[src/rtl/interrupt_ctrl_pkg.sv]
// interrupt_ctrl_pkg: register addresses, source indices, vector layout and FSM states
package interrupt_ctrl_pkg;
  localparam logic [15:0] IF_ADDR = 16'hFF0F;
  localparam logic [15:0] IE_ADDR = 16'hFFFF;
  localparam int SRC_VBLANK = 0;
  localparam int SRC_LCDSTAT = 1;
  localparam int SRC_TIMER = 2;
  localparam int SRC_SERIAL = 3;
  localparam int SRC_JOYPAD = 4;
  localparam logic [7:0] VEC_BASE = 8'h40;
  localparam logic [7:0] VEC_STRIDE = 8'h08;
  typedef enum logic [1:0] {IDLE = 2'd0, REQ = 2'd1, HOLD = 2'd2} state_t;
  function automatic logic [7:0] vector_of(input logic [2:0] idx);
    return VEC_BASE + VEC_STRIDE * {5'd0, idx};
  endfunction
endpackage

[src/rtl/interrupt_ctrl_if.sv]
// interrupt_ctrl_if: CPU memory bus plus interrupt dispatch handshake
interface interrupt_ctrl_if;
  logic [15:0] address;
  logic [7:0] indata;
  logic [7:0] outdata;
  logic load;
  logic store;
  logic ime;
  logic int_pending;
  logic int_valid;
  logic [7:0] int_vector;
  logic int_ack;
  modport master (output address, indata, load, store, ime, int_ack,
                  input outdata, int_pending, int_valid, int_vector);
  modport slave (input address, indata, load, store, ime, int_ack,
                 output outdata, int_pending, int_valid, int_vector);
endinterface

[src/rtl/interrupt_ctrl_prio.sv]
// int_prio: lowest-numbered set bit of the masked request wins
module int_prio
  import interrupt_ctrl_pkg::*;
(
  input  logic [4:0] req,
  output logic       valid,
  output logic [2:0] idx
);
  always_comb begin
    valid = |req;
    idx = req[SRC_VBLANK]  ? 3'(SRC_VBLANK)  :
          req[SRC_LCDSTAT] ? 3'(SRC_LCDSTAT) :
          req[SRC_TIMER]   ? 3'(SRC_TIMER)   :
          req[SRC_SERIAL]  ? 3'(SRC_SERIAL)  : 3'(SRC_JOYPAD);
  end
endmodule

[src/rtl/interrupt_ctrl.sv]
// interrupt_ctrl: IF/IE registers with a three-state dispatch handshake to the CPU
module interrupt_ctrl
  import interrupt_ctrl_pkg::*;
(
  input  logic       clockgb,
  input  logic       resetn,
  input  logic [4:0] int_req,
  output logic [4:0] dint_if,
  interrupt_ctrl_if.slave bus
);
  state_t state, state_n;
  logic [4:0] if_r, if_n, masked;
  logic [7:0] ie_r, ie_n;
  logic [2:0] idx, idx_n, hit_idx;
  logic hit, wr_if, wr_ie, ack;
  assign masked = if_r & ie_r[4:0];
  int_prio u_prio (.req(masked), .valid(hit), .idx(hit_idx));
  assign wr_if = bus.store && bus.address == IF_ADDR;
  assign wr_ie = bus.store && bus.address == IE_ADDR;
  assign ack = state == REQ && bus.int_ack;
  always_comb begin
    ie_n = wr_ie ? bus.indata : ie_r;
    if_n = wr_if ? bus.indata[4:0] : if_r;
    if (ack) if_n[idx] = 1'b0;
    // new requests are OR'd last so a same-edge event survives ack or store
    if_n = if_n | int_req;
    state_n = state;
    idx_n = idx;
    case (state)
      IDLE: if (bus.ime && hit) begin
        state_n = REQ;
        idx_n = hit_idx;
      end
      REQ: state_n = ack ? HOLD : (if_n[idx] && ie_n[idx]) ? REQ : IDLE;
      default: state_n = IDLE;
    endcase
  end
  always_ff @(posedge clockgb or negedge resetn) begin
    if (!resetn) begin
      state <= IDLE;
      if_r <= '0;
      ie_r <= '0;
      idx <= '0;
    end else begin
      state <= state_n;
      if_r <= if_n;
      ie_r <= ie_n;
      idx <= idx_n;
    end
  end
  always_comb begin
    bus.int_valid = state == REQ;
    bus.int_vector = bus.int_valid ? vector_of(idx) : 8'h00;
    bus.int_pending = |masked;
    bus.outdata = (bus.load && bus.address == IF_ADDR) ? {3'b111, if_r} :
                  (bus.load && bus.address == IE_ADDR) ? ie_r : 8'h00;
    dint_if = if_r;
  end
endmodule

[src/flat_wrapper.sv]
// flat-port wrapper written by rule: the top's interface ports become plain ports
module interrupt_ctrl_flat import interrupt_ctrl_pkg::*;
  (clockgb, resetn, int_req, dint_if, bus_address, bus_indata, bus_load, bus_store, bus_ime, bus_int_ack, bus_outdata, bus_int_pending, bus_int_valid, bus_int_vector);
  interrupt_ctrl_if bus_i ();
  input  logic clockgb;
  input  logic resetn;
  input  logic [4:0] int_req;
  output logic [4:0] dint_if;
  input wire logic [$bits(bus_i.address)-1:0] bus_address;
  input wire logic [$bits(bus_i.indata)-1:0] bus_indata;
  input wire logic [$bits(bus_i.load)-1:0] bus_load;
  input wire logic [$bits(bus_i.store)-1:0] bus_store;
  input wire logic [$bits(bus_i.ime)-1:0] bus_ime;
  input wire logic [$bits(bus_i.int_ack)-1:0] bus_int_ack;
  output wire logic [$bits(bus_i.outdata)-1:0] bus_outdata;
  output wire logic [$bits(bus_i.int_pending)-1:0] bus_int_pending;
  output wire logic [$bits(bus_i.int_valid)-1:0] bus_int_valid;
  output wire logic [$bits(bus_i.int_vector)-1:0] bus_int_vector;
  assign bus_i.address = bus_address;
  assign bus_i.indata = bus_indata;
  assign bus_i.load = bus_load;
  assign bus_i.store = bus_store;
  assign bus_i.ime = bus_ime;
  assign bus_i.int_ack = bus_int_ack;
  assign bus_outdata = bus_i.outdata;
  assign bus_int_pending = bus_i.int_pending;
  assign bus_int_valid = bus_i.int_valid;
  assign bus_int_vector = bus_i.int_vector;
  interrupt_ctrl u_core (.clockgb(clockgb), .resetn(resetn), .int_req(int_req), .dint_if(dint_if), .bus(bus_i));
endmodule
[config.mk]
export PLATFORM = sky130hd
export DESIGN_NAME = interrupt_ctrl_flat
export DESIGN_NICKNAME = d
export VERILOG_FILES = /design/src/rtl/interrupt_ctrl_pkg.sv /design/src/rtl/interrupt_ctrl_if.sv /design/src/rtl/interrupt_ctrl_prio.sv /design/src/rtl/interrupt_ctrl.sv /design/src/flat_wrapper.sv
export SDC_FILE = /design/constraint.sdc
export NUM_CORES = 1
export LEC_CHECK = 0
export ABC_AREA = 0
export BUFFER_PORTS_ARGS = -buffer_cell sky130_fd_sc_hd__buf_4
export CORE_MARGIN = 3
export CORE_UTILIZATION = 41
export CTS_CLUSTER_DIAMETER = 80
export DETAILED_ROUTE_END_ITERATION = 16
export GPL_TIMING_DRIVEN = 1
export PLACE_DENSITY = 0.76
export SYNTH_ARGS = -nofsm -noshare
export SYNTH_HDL_FRONTEND = slang
export SYNTH_SLANG_ARGS = --single-unit
[constraint.sdc]
create_clock -name clockgb -period 2.1 [get_ports clockgb]
set_clock_uncertainty 0.15 [all_clocks]
set_input_delay 0.105 -clock clockgb [delete_from_list [all_inputs] [get_ports clockgb]]
set_output_delay 0.105 -clock clockgb [all_outputs]
set_load 0.03 [all_outputs]
# Word-level counts from Yosys, hierarchy flattened
# Index checks and enable logic that the tools add are counted.
# Widths: inputs -> output; s select.
# totals
regBits	18
latchBits	0
ramBits	0
rom_bits	0
in_bits	35
output_inout_bits	23
elab_cells	46
mem_count	0
# op_classes
addsub	1
mul	0
div	0
magnitude_cmp	2
n_eq_ne	4
shift	0
mux	20
bitwise	4
reduce_logical	11
# op_table
cell	n
$eq 16x16->1 const B	2
$mux 8	4
$mux 3	4
$and 5x5->5	2
$mux 5	2
$add 7x6->8 const A	1
$logic_and 1x1->1	8
$bmux 1 s3	2
$not 5->5	1
$or 5x5->5	1
$reduce_or 5->1	1
$lt 3x4->1 const B	1
$mux 1	4
$mux 2	2
$pmux 2 s2	1
$demux 1 s3	1
$ge 3x1->1 const B	1
$eq 2x1->1 const B	1
$logic_not 2->1	1
$ne 2x1->1 const B	1
$reduce_and 2->1	1

# Depth between registers and ports, before layout
# Gate-level depths: netlist of run 1.
# depth
ltp_word	14
mapped_depth	8
ltp_nobuf	7

# Modules after synthesis
# From an unflattened synthesis of run 1, not the netlist that was laid out.
# hier_totals
cells_unflattened	119
hier_area_um2	1183.6
# by_module_without_submodules
mod	n_inst	cells_each	area_per_inst_um2	seq_area_each_um2
interrupt_ctrl	1	112	1141.1	450.4
int_prio	1	7	42.5	0.0

# Worst setup path after synthesis of run 1
# No wires, ideal clock.
# synth_timing
kind	input port to flip-flop
from	input port bus_address[14]
to	register u_core.state[0]
setup_time_ns	0.120
arrival_time_ns	1.903
required_ns	1.830
slack_ns	-0.073
cell_stages	8
path_buffers	1
cell_sequence	nand4_2 -> nor4_4 -> and2b_1 -> buf_6 -> mux2_1 -> mux2_2 -> a31o_1 -> a31o_1
# synth_via
elab_cells_between_ends	17
cone_classes	eq/ne (2); mux (10); bitwise (2); reduce/logical (3)
# synth_rtl
element	line	source
start: declaration	flat_wrapper.sv:9	input wire logic [$bits(bus_i.address)-1:0] bus_address;
$eq 16x16->1	interrupt_ctrl.sv:19	assign wr_ie = bus.store && bus.address == IE_ADDR;
$logic_and 1x1->1	interrupt_ctrl.sv:19	
$mux 8	interrupt_ctrl.sv:22	ie_n = wr_ie ? bus.indata : ie_r;
net u_core.ie_n[4]	interrupt_ctrl.sv:13	logic [7:0] ie_r, ie_n;
$bmux 1 s3	interrupt_ctrl.sv:34	REQ: state_n = ack ? HOLD : (if_n[idx] && ie_n[idx]) ? REQ : IDLE;
$mux 1 (implied by the code)	interrupt_ctrl.sv:34	
$logic_and 1x1->1	interrupt_ctrl.sv:34	
$mux 1	interrupt_ctrl.sv:34	
$mux 2	interrupt_ctrl.sv:34	
$pmux 2 s2	interrupt_ctrl.sv:29	case (state)
end signal: assignment	interrupt_ctrl.sv:45	state <= state_n;
end: declaration	interrupt_ctrl.sv:11	state_t state, state_n;
# The timed path passes the listed nets, and every way through them passes these cells. The select of a mux whose other input is x is not followed.
# A chain may end at the register's enable or synchronous reset.

# Worst setup path in the final report of run 1
# layout_timing
from	register u_core.idx[0]
to	register u_core.state[0]
# layout_via
elab_chain_len	14
elab_cells_between_ends	17
cone_classes	order compare (2); mux (10); bitwise (3); reduce/logical (2)
# layout_rtl
element	line	source
start: declaration	interrupt_ctrl.sv:14	logic [2:0] idx, idx_n, hit_idx;
start signal: assignment	interrupt_ctrl.sv:48	idx <= idx_n;
$lt 3x4->1 (implied by the code) or $ge 3x1->1 (tied branches)	interrupt_ctrl.sv:24	if (ack) if_n[idx] = 1'b0;
$logic_and 1x1->1 (implied by the code)	interrupt_ctrl.sv:24	
$mux 1 (implied by the code)	interrupt_ctrl.sv:24	
$demux 1 s3 (*)	-	
$not 5->5 (no source line) (*)	-	
$and 5x5->5 (no source line) (*)	-	
$mux 5 (*)	interrupt_ctrl.sv:24	
$or 5x5->5 (*)	interrupt_ctrl.sv:26	if_n = if_n | int_req;
net u_core.if_n[0]	interrupt_ctrl.sv:12	logic [4:0] if_r, if_n, masked;
$bmux 1 s3 (*)	interrupt_ctrl.sv:34	
$mux 1 (implied by the code) (*)	interrupt_ctrl.sv:34	
$logic_and 1x1->1 (*)	interrupt_ctrl.sv:34	
$mux 1 (*)	interrupt_ctrl.sv:34	
$mux 2 (*)	interrupt_ctrl.sv:34	
$pmux 2 s2 (*)	interrupt_ctrl.sv:29	
# The timed path passes the listed nets; every way through them passes the cells marked *. The select of a mux whose other input is x is not followed.

==> results of run 1 <==
==> repair_timing <==
item / in CTS / in global routing
setup buffers: 0 / 0
gates resized for setup: 1 / 0
pin swaps: 1 / 0
setup endpoints to repair: 1 / 1
hold endpoints to repair: 32 / 0
hold buffers: 15 / 0
==> layout make-up <==
| class | count | share of cell area, % |
|---|---|---|
| inverter | 5 | 1.01 |
| timing repair buffer | 81 | 34.7 |
| sequential | 18 | 24.2 |
| multi-input combinational | 87 | 36.9 |
| tap | 30 | 2.02 |
| clock buffer | 3 | 1.21 |
==> power breakdown <==
part	leakage [nW]	switching [mW]	internal [mW]
sequential	0.215	0.000698	0.348
combinational	0.695	0.0489	0.0686
clock	0.0138	0.105	0.0669
==> metal layers <==
metal	vias to the layer above	global-route usage (%)	routed length [um]
met5	-	0	0
met4	0	8.74	51
li1	588	-	-
met1	596	28.3	1500
met3	6	2.40	216
met2	56	40.7	2050
==> cell families after synthesis <==
kind of cell | share of synthesized area, %
simple gates | 22.3
mux | 11.8
other cells | 0.320
compound gates | 20.9
flops | 38.4
buf+inv | 6.19
==> final timing paths <==
path,slack (ns),endpoint,start,cells past startpoint
worst max-delay path,-0.01,u_core.state[0],u_core.idx[0],7
worst min-delay path,0.06,u_core.state[1],resetn,2
worst max register to register,-0.01,u_core.state[0],u_core.idx[0],7
worst min register to register,0.35,u_core.ie_r[6],u_core.ie_r[6],1
max in group asynchronous,1.54,u_core.ie_r[2],resetn,2
min in group clockgb,0.08,u_core.idx[2],bus_ime,3
==> flip-flops by register name (all words and copies together), names as in the netlist <==
register,cells
u_core.state,2
u_core.ie_r,8
u_core.idx,3
u_core.dint_if,5
==> cell usage after synthesis <==
cell,count,area share [%]
sky130_fd_sc_hd__nand2_1,6,1.9
sky130_fd_sc_hd__and2b_1,1,0.64
sky130_fd_sc_hd__nand2b_1,1,0.53
sky130_fd_sc_hd__buf_4,5,3.2
sky130_fd_sc_hd__a311o_1,1,0.85
sky130_fd_sc_hd__nand2_2,1,0.53
sky130_fd_sc_hd__mux2_1,9,8.6
sky130_fd_sc_hd__and4bb_1,1,1.1
sky130_fd_sc_hd__o211ai_1,1,0.64
sky130_fd_sc_hd__and3_1,2,1.1
sky130_fd_sc_hd__o22ai_1,1,0.53
sky130_fd_sc_hd__inv_1,4,1.3
sky130_fd_sc_hd__a31o_1,3,2.2
sky130_fd_sc_hd__and2_1,5,2.7
sky130_fd_sc_hd__a32oi_1,1,0.75
sky130_fd_sc_hd__a2111oi_2,1,1.3
sky130_fd_sc_hd__buf_6,1,0.96
sky130_fd_sc_hd__o31ai_1,1,0.64
sky130_fd_sc_hd__nor4_4,1,1.8
sky130_fd_sc_hd__o21ai_0,2,0.85
sky130_fd_sc_hd__a21oi_1,3,1.3
sky130_fd_sc_hd__nand4_1,4,2.1
sky130_fd_sc_hd__or4_1,2,1.3
sky130_fd_sc_hd__nand3_1,4,1.7
sky130_fd_sc_hd__conb_1,1,0.32
sky130_fd_sc_hd__inv_2,1,0.32
sky130_fd_sc_hd__nor3b_1,1,0.64
sky130_fd_sc_hd__a22oi_1,2,1.3
sky130_fd_sc_hd__a21boi_1,1,0.64
sky130_fd_sc_hd__mux2_4,1,1.3
sky130_fd_sc_hd__a31oi_1,2,1.1
sky130_fd_sc_hd__nor4_1,1,0.53
sky130_fd_sc_hd__nor4_2,1,1.1
sky130_fd_sc_hd__mux2_2,2,1.9
sky130_fd_sc_hd__a22o_1,5,3.7
sky130_fd_sc_hd__a21o_1,8,5.1
sky130_fd_sc_hd__dfrtp_1,18,38
sky130_fd_sc_hd__nor2b_1,1,0.53
sky130_fd_sc_hd__or2_1,1,0.53
sky130_fd_sc_hd__nor2_1,4,1.3
sky130_fd_sc_hd__nand4_2,1,1.1
sky130_fd_sc_hd__nor4b_2,1,1.3
sky130_fd_sc_hd__buf_2,1,0.43
==> through the flow <==
stage	cell area (sq um)	std cells	hold slack [ns]	power (mW)	setup TNS, ns
6_report	1860	224	0.0577	0.637	-0.0111
5_1_grt	1860	224	0.0640	0.663	-0.136
4_1_cts	1860	224	0.0596	0.637	0
3_5_place_dp	1680	206	-0.161	0.450	-0.186
3_3_place_gp	1680	206	-0.161	0.448	-0.0859
2_1_floorplan	1200	117	-0.341	0.386	-0.0256
==> implementation parameters, run 1 <==
Parameter                              Value

Detailed routing
  Total number of vias ... about 1200
  Number of vias per cell ... approximately 5.6
  Post-detailed-route DRC marker count ... 0
  Final antenna-violating net count ... 0
  Detailed-routing iteration count for the pre-antenna-repair pass ... 4
  Aggregate routed wire length ... 3.82 mm
  Average wire per standard cell ... 17.0 um
  Drt initial violations ... 62

Yosys
  Mean instance size in the synthesized netlist ... 10.3 sq um
  Library cells used by synthesis ... 43
  Synthesized instance count ... 114
  Synthesis-stage register bit count ... 18
  Share of synthesized area occupied by flip-flops and latches ... 38.4%
  Post-synth design cell area ... 0.00117 sq mm
  Number of synthesis warnings ... 0

Critical path
  CP bufs+invs ... 0
  Type of the worst setup path ... reg -> reg
  Maximum single-stage delay on the critical path ... 0.38 ns
  CP Data Arrival Time ... 2.16 ns
  CP top delay family ... compound AO/OA/AOI/OAI gates
  Max FO, Critical Path ... 3
  Endpoint required time on the critical path ... 2.15 ns
  Crit end category ... flip-flop
  Type of origin of the critical path ... flip-flop
  Library cell contributing the largest single delay on the critical path ... sky130_fd_sc_hd__dfrtp_1
  Crit path cell chain ... and4bb_1, nand3_2, a31oi_1, o211ai_1, a2111oi_2, nor4b_2, a31o_1

Placement
  Post-detailed-placement half-perimeter wirelength ... around 2.9 mm
  Port bufs ... 53
  DP Worst Slack ... -0.186 ns
  RD Place Congestion ... around 0.8

Global route
  Vias in the first global route ... 1315
  All-Layer GR Usage ... about 23%
  Pin count of the biggest net entering global routing ... 19
  Remaining Overflow, GRT ... 0
  Wire length of the first global-routing pass ... 6.12 mm
  Initial antenna violation count ... 0

Power
  Peak supply drop ... 0.275 mV
  Reported leakage power ... between 0.9 and 1 nW
  P per Cell Area ... about 340 mW/mm^2

Finish
  Layout cells sized above 1 ... 42.3%
  Area growth from synthesis to layout ... 58.7%
  # nets final ... ~230
  Register cell area after layout ... 450 sq um
  Combined area of the multi-input logic cells ... slightly below 700 sq um
  Most frequent standard cell in the layout excluding fill and tap cells ... sky130_fd_sc_hd__buf_4
  Utilization after layout ... between 70% and 80%
  Number of fill cells in the layout ... 193
  Antenna cell count ... 0
  Most frequent cells in the layout ... sky130_fd_sc_hd__buf_4 (66), sky130_fd_sc_hd__dfrtp_1 (18), sky130_fd_sc_hd__dlygate4sd3_1 (15)

Die
  Number of placement rows ... 18
  Die Wd ... 59.5 um
  Floorplan die area ... roughly 0.0035 sq mm
  Floorplan Core Area ... roughly 0.0026 sq mm
  Vertical die dimension ... 59.5 um
  Number of top-level design ports ... 58
  Initial cell density of the core ... 45.3%

Run status
  Status ... finished, violations left
  Violations in the final reports ... setup timing

STA
  Final worst-path setup slack ... -0.0111 ns
  Final Max Slew Viols ... 0
  Final setup fails ... 1
  RSZ-0062 raised after global routing ... yes
  Final period util ... 101%
  Final Critical Period ... 2.11 ns
  Top achievable clock speed ... roughly 470 MHz
  Endpoints failing hold ... 0

Job
  Maximum Capacitance Violations ... 0

CTS
  Clock Path Buffers ... 2
  Clock tree from TritonCTS ... built
  Later-pin clock latency in the skew report ... 0.29 ns
  Sinks on Clock Net ... 18
  TritonCTS buffer count ... 3
  Clock transition at the registers of the reported paths ... 0.10 ns
  Total number of H-tree levels ... 1
  Clock Tree Root ... sky130_fd_sc_hd__clkbuf_4

Min path
  Class of the tightest hold or removal check ... in -> async
Power figures use the tool's default switching activity.
==> inputs of run 2 (changes only) <==
Settings changed: CORE_UTILIZATION 41 to 35, PLACE_DENSITY 0.76 to 0.66.
Clock period 2.1 ns to 1.7 ns, I/O delays scaled along.
==> implementation parameters, run 2 (same netlist as run 1, synthesis figures left out) <==
Parameter                              Value

CTS
  Sinks on Clock Net ... 18 (unchanged)
  Total number of H-tree levels ... 1 (unchanged)
  Clock tree from TritonCTS ... built (unchanged)
  Later-pin clock latency in the skew report ... 0.30 ns (was 0.29 ns)
  Clock Tree Root ... sky130_fd_sc_hd__clkbuf_4 (unchanged)
  TritonCTS buffer count ... 3 (unchanged)
  Clock Path Buffers ... 2 (unchanged)
  Clock transition at the registers of the reported paths ... 0.10 ns (about the same)

Global route
  Wire length of the first global-routing pass ... 6.18 mm (was 6.12 mm)
  Pin count of the biggest net entering global routing ... 19 (unchanged)
  All-Layer GR Usage ... 19.3% (was 23.0%)
  Initial antenna violation count ... 0 (unchanged)
  Vias in the first global route ... 1273 (was 1315)
  Remaining Overflow, GRT ... 0 (unchanged)

Critical path
  Depth of the worst register-to-register path ... 7 (unchanged)
  Max FO, Critical Path ... 3 (unchanged)
  Type of origin of the critical path ... flip-flop (unchanged)
  Type of the worst setup path ... reg -> reg (unchanged)
  Crit path cell chain ... and4bb_1, nand3_2, a31oi_1, o211ai_1, a2111oi_4, nor4b_2, a31o_1 (was and4bb_1, nand3_2, a31oi_1, o211ai_1, a2111oi_2, nor4b_2, a31o_1)
  Maximum single-stage delay on the critical path ... 0.40 ns (was 0.38 ns)
  Library cell contributing the largest single delay on the critical path ... sky130_fd_sc_hd__dfrtp_1 (unchanged)
  Crit end category ... flip-flop (unchanged)
  CP Data Arrival Time ... 2.14 ns (was 2.16 ns)
  Endpoint required time on the critical path ... 1.75 ns (was 2.15 ns)

Placement
  Post-detailed-placement half-perimeter wirelength ... 2.96 mm (was 2.86 mm)
  Port bufs ... 53 (unchanged)
  RD Place Congestion ... 0.811 (was 0.806)

Detailed routing
  Final antenna-violating net count ... 0 (unchanged)
  Post-detailed-route DRC marker count ... 0 (unchanged)
  Number of vias per cell ... 5.12 (was 5.56)
  Total number of vias ... 1279 (was 1246)
  Detailed-routing iteration count for the pre-antenna-repair pass ... 4 (unchanged)
  Average wire per standard cell ... 16.0 um (was 17.0 um)
  Drt initial violations ... 71 (was 62)
  Aggregate routed wire length ... 4.00 mm (was 3.82 mm)

Power
  Peak supply drop ... 0.522 mV (was 0.275 mV)
  Reported leakage power ... 0.991 nW (was 0.924 nW)
  P per Cell Area ... 415 mW/mm^2 (was 343 mW/mm^2)

STA
  Top achievable clock speed ... 479 MHz (was 474 MHz)
  Final-layout setup total negative slack ... -0.393 ns (was -0.0111 ns)
  Final Max Slew Viols ... 0 (unchanged)
  Final period util ... 123% (was 101%)
  Final worst-path setup slack ... -0.389 ns (was -0.0111 ns)
  Final Critical Period ... 2.09 ns (was 2.11 ns)
  Endpoints failing hold ... 0 (unchanged)
  RSZ-0062 raised after global routing ... yes (unchanged)
  Final setup fails ... 2 (was 1)

Die
  Initial cell density of the core ... 37.5% (was 45.3%)
  Floorplan die area ... 0.00408 sq mm (was 0.00354 sq mm)
  Die Wd ... 63.9 um (was 59.5 um)
  Number of top-level design ports ... 58 (unchanged)
  Vertical die dimension ... 63.9 um (was 59.5 um)
  Floorplan Core Area ... 0.00313 sq mm (was 0.00259 sq mm)
  Number of placement rows ... 20 (was 18)

Finish
  Most frequent cells in the layout ... sky130_fd_sc_hd__buf_4 (72), sky130_fd_sc_hd__dfrtp_1 (15), sky130_fd_sc_hd__dlygate4sd3_1 (14) (was sky130_fd_sc_hd__buf_4 (66), sky130_fd_sc_hd__dfrtp_1 (18), sky130_fd_sc_hd__dlygate4sd3_1 (15))
  # nets final ... 242 (was 231)
  Flip-flop count of the largest register after layout ... 8 (unchanged)
  Register bank with the most flops ... u_core.ie_r (unchanged)
  Most frequent standard cell in the layout excluding fill and tap cells ... sky130_fd_sc_hd__buf_4 (unchanged)
  Antenna cell count ... 0 (unchanged)
  Area growth from synthesis to layout ... 74.0% (was 58.7%)
  Utilization after layout ... 65.2% (was 71.8%)
  Layout cells sized above 1 ... 51.0% (was 42.3%)

Job
  Maximum Capacitance Violations ... 0 (unchanged)

Run status
  Status ... finished, violations left (unchanged)
  Violations in the final reports ... setup timing (unchanged)

Min path
  Class of the tightest hold or removal check ... in -> async (unchanged)
-- run 2: area by class of cell --
type,instances,area [sq um]
repair buffers,92,748
clock buffers,4,36.3
well taps,44,55.1
multi-input cells,87,727
flip-flops and latches,18,454
fillers,254,1090
inverters,5,18.8
-- run 2: per-layer routing --
layer	vias to the layer above	routed length, um	GRT usage [%]
met2	43	2160	34.8
li1	604	-	-
met3	4	210	3.69
met1	628	1600	23.9
met4	0	25	3.23
met5	-	0	0
-- run 2: critical path: cells and delay by family (launching register included) --
kind               cells  cell delay, ns
AOI/OAI and AO/OA      4            0.92
and+or+nand+nor        3            0.53
DFF                    1            0.40
-- run 2: where the power goes --
group	switching (mW)	total [mW]	internal (mW)
Combinational	0.0624	0.150	0.0872
Sequential	0.00103	0.431	0.430
Clock	0.134	0.265	0.131
Total	0.198	0.845	0.647
-- run 2: repair_timing --
action | CTS | global route
buffers inserted | 1 | 6
hold endpoints to repair | 31 | 0
gates resized for setup | 3 | 13
hold buffers | 14 | 0
pin swaps | 2 | 5
endpoints found under the setup margin | 3 | 17
-- run 2: final timing paths --
kind / slack, ns / startpoint / end
max: -0.39 / u_core.idx[0] / u_core.state[0]
min in group clockgb: 0.10 / bus_int_ack / u_core.state[0]
max reg2reg: -0.39 / u_core.idx[0] / u_core.state[0]
max in group asynchronous: 1.11 / resetn / u_core.dint_if[2]
min: 0.07 / resetn / u_core.ie_r[6]
min reg2reg: 0.36 / u_core.ie_r[6] / u_core.ie_r[6]
-- run 2: per-stage QoR --
step	hold WS, ns	worst slack [ns]	power, mW	cells	area [sq um]
detailed placement	-0.178	-0.493	0.561	226	1760
global placement	-0.178	-0.458	0.559	226	1760
CTS	0.0323	-0.360	0.850	245	1960
floorplan	-0.361	-0.406	0.477	117	1220
finish	0.0734	-0.389	0.845	250	2040
global route	0.0726	-0.448	0.890	250	2040
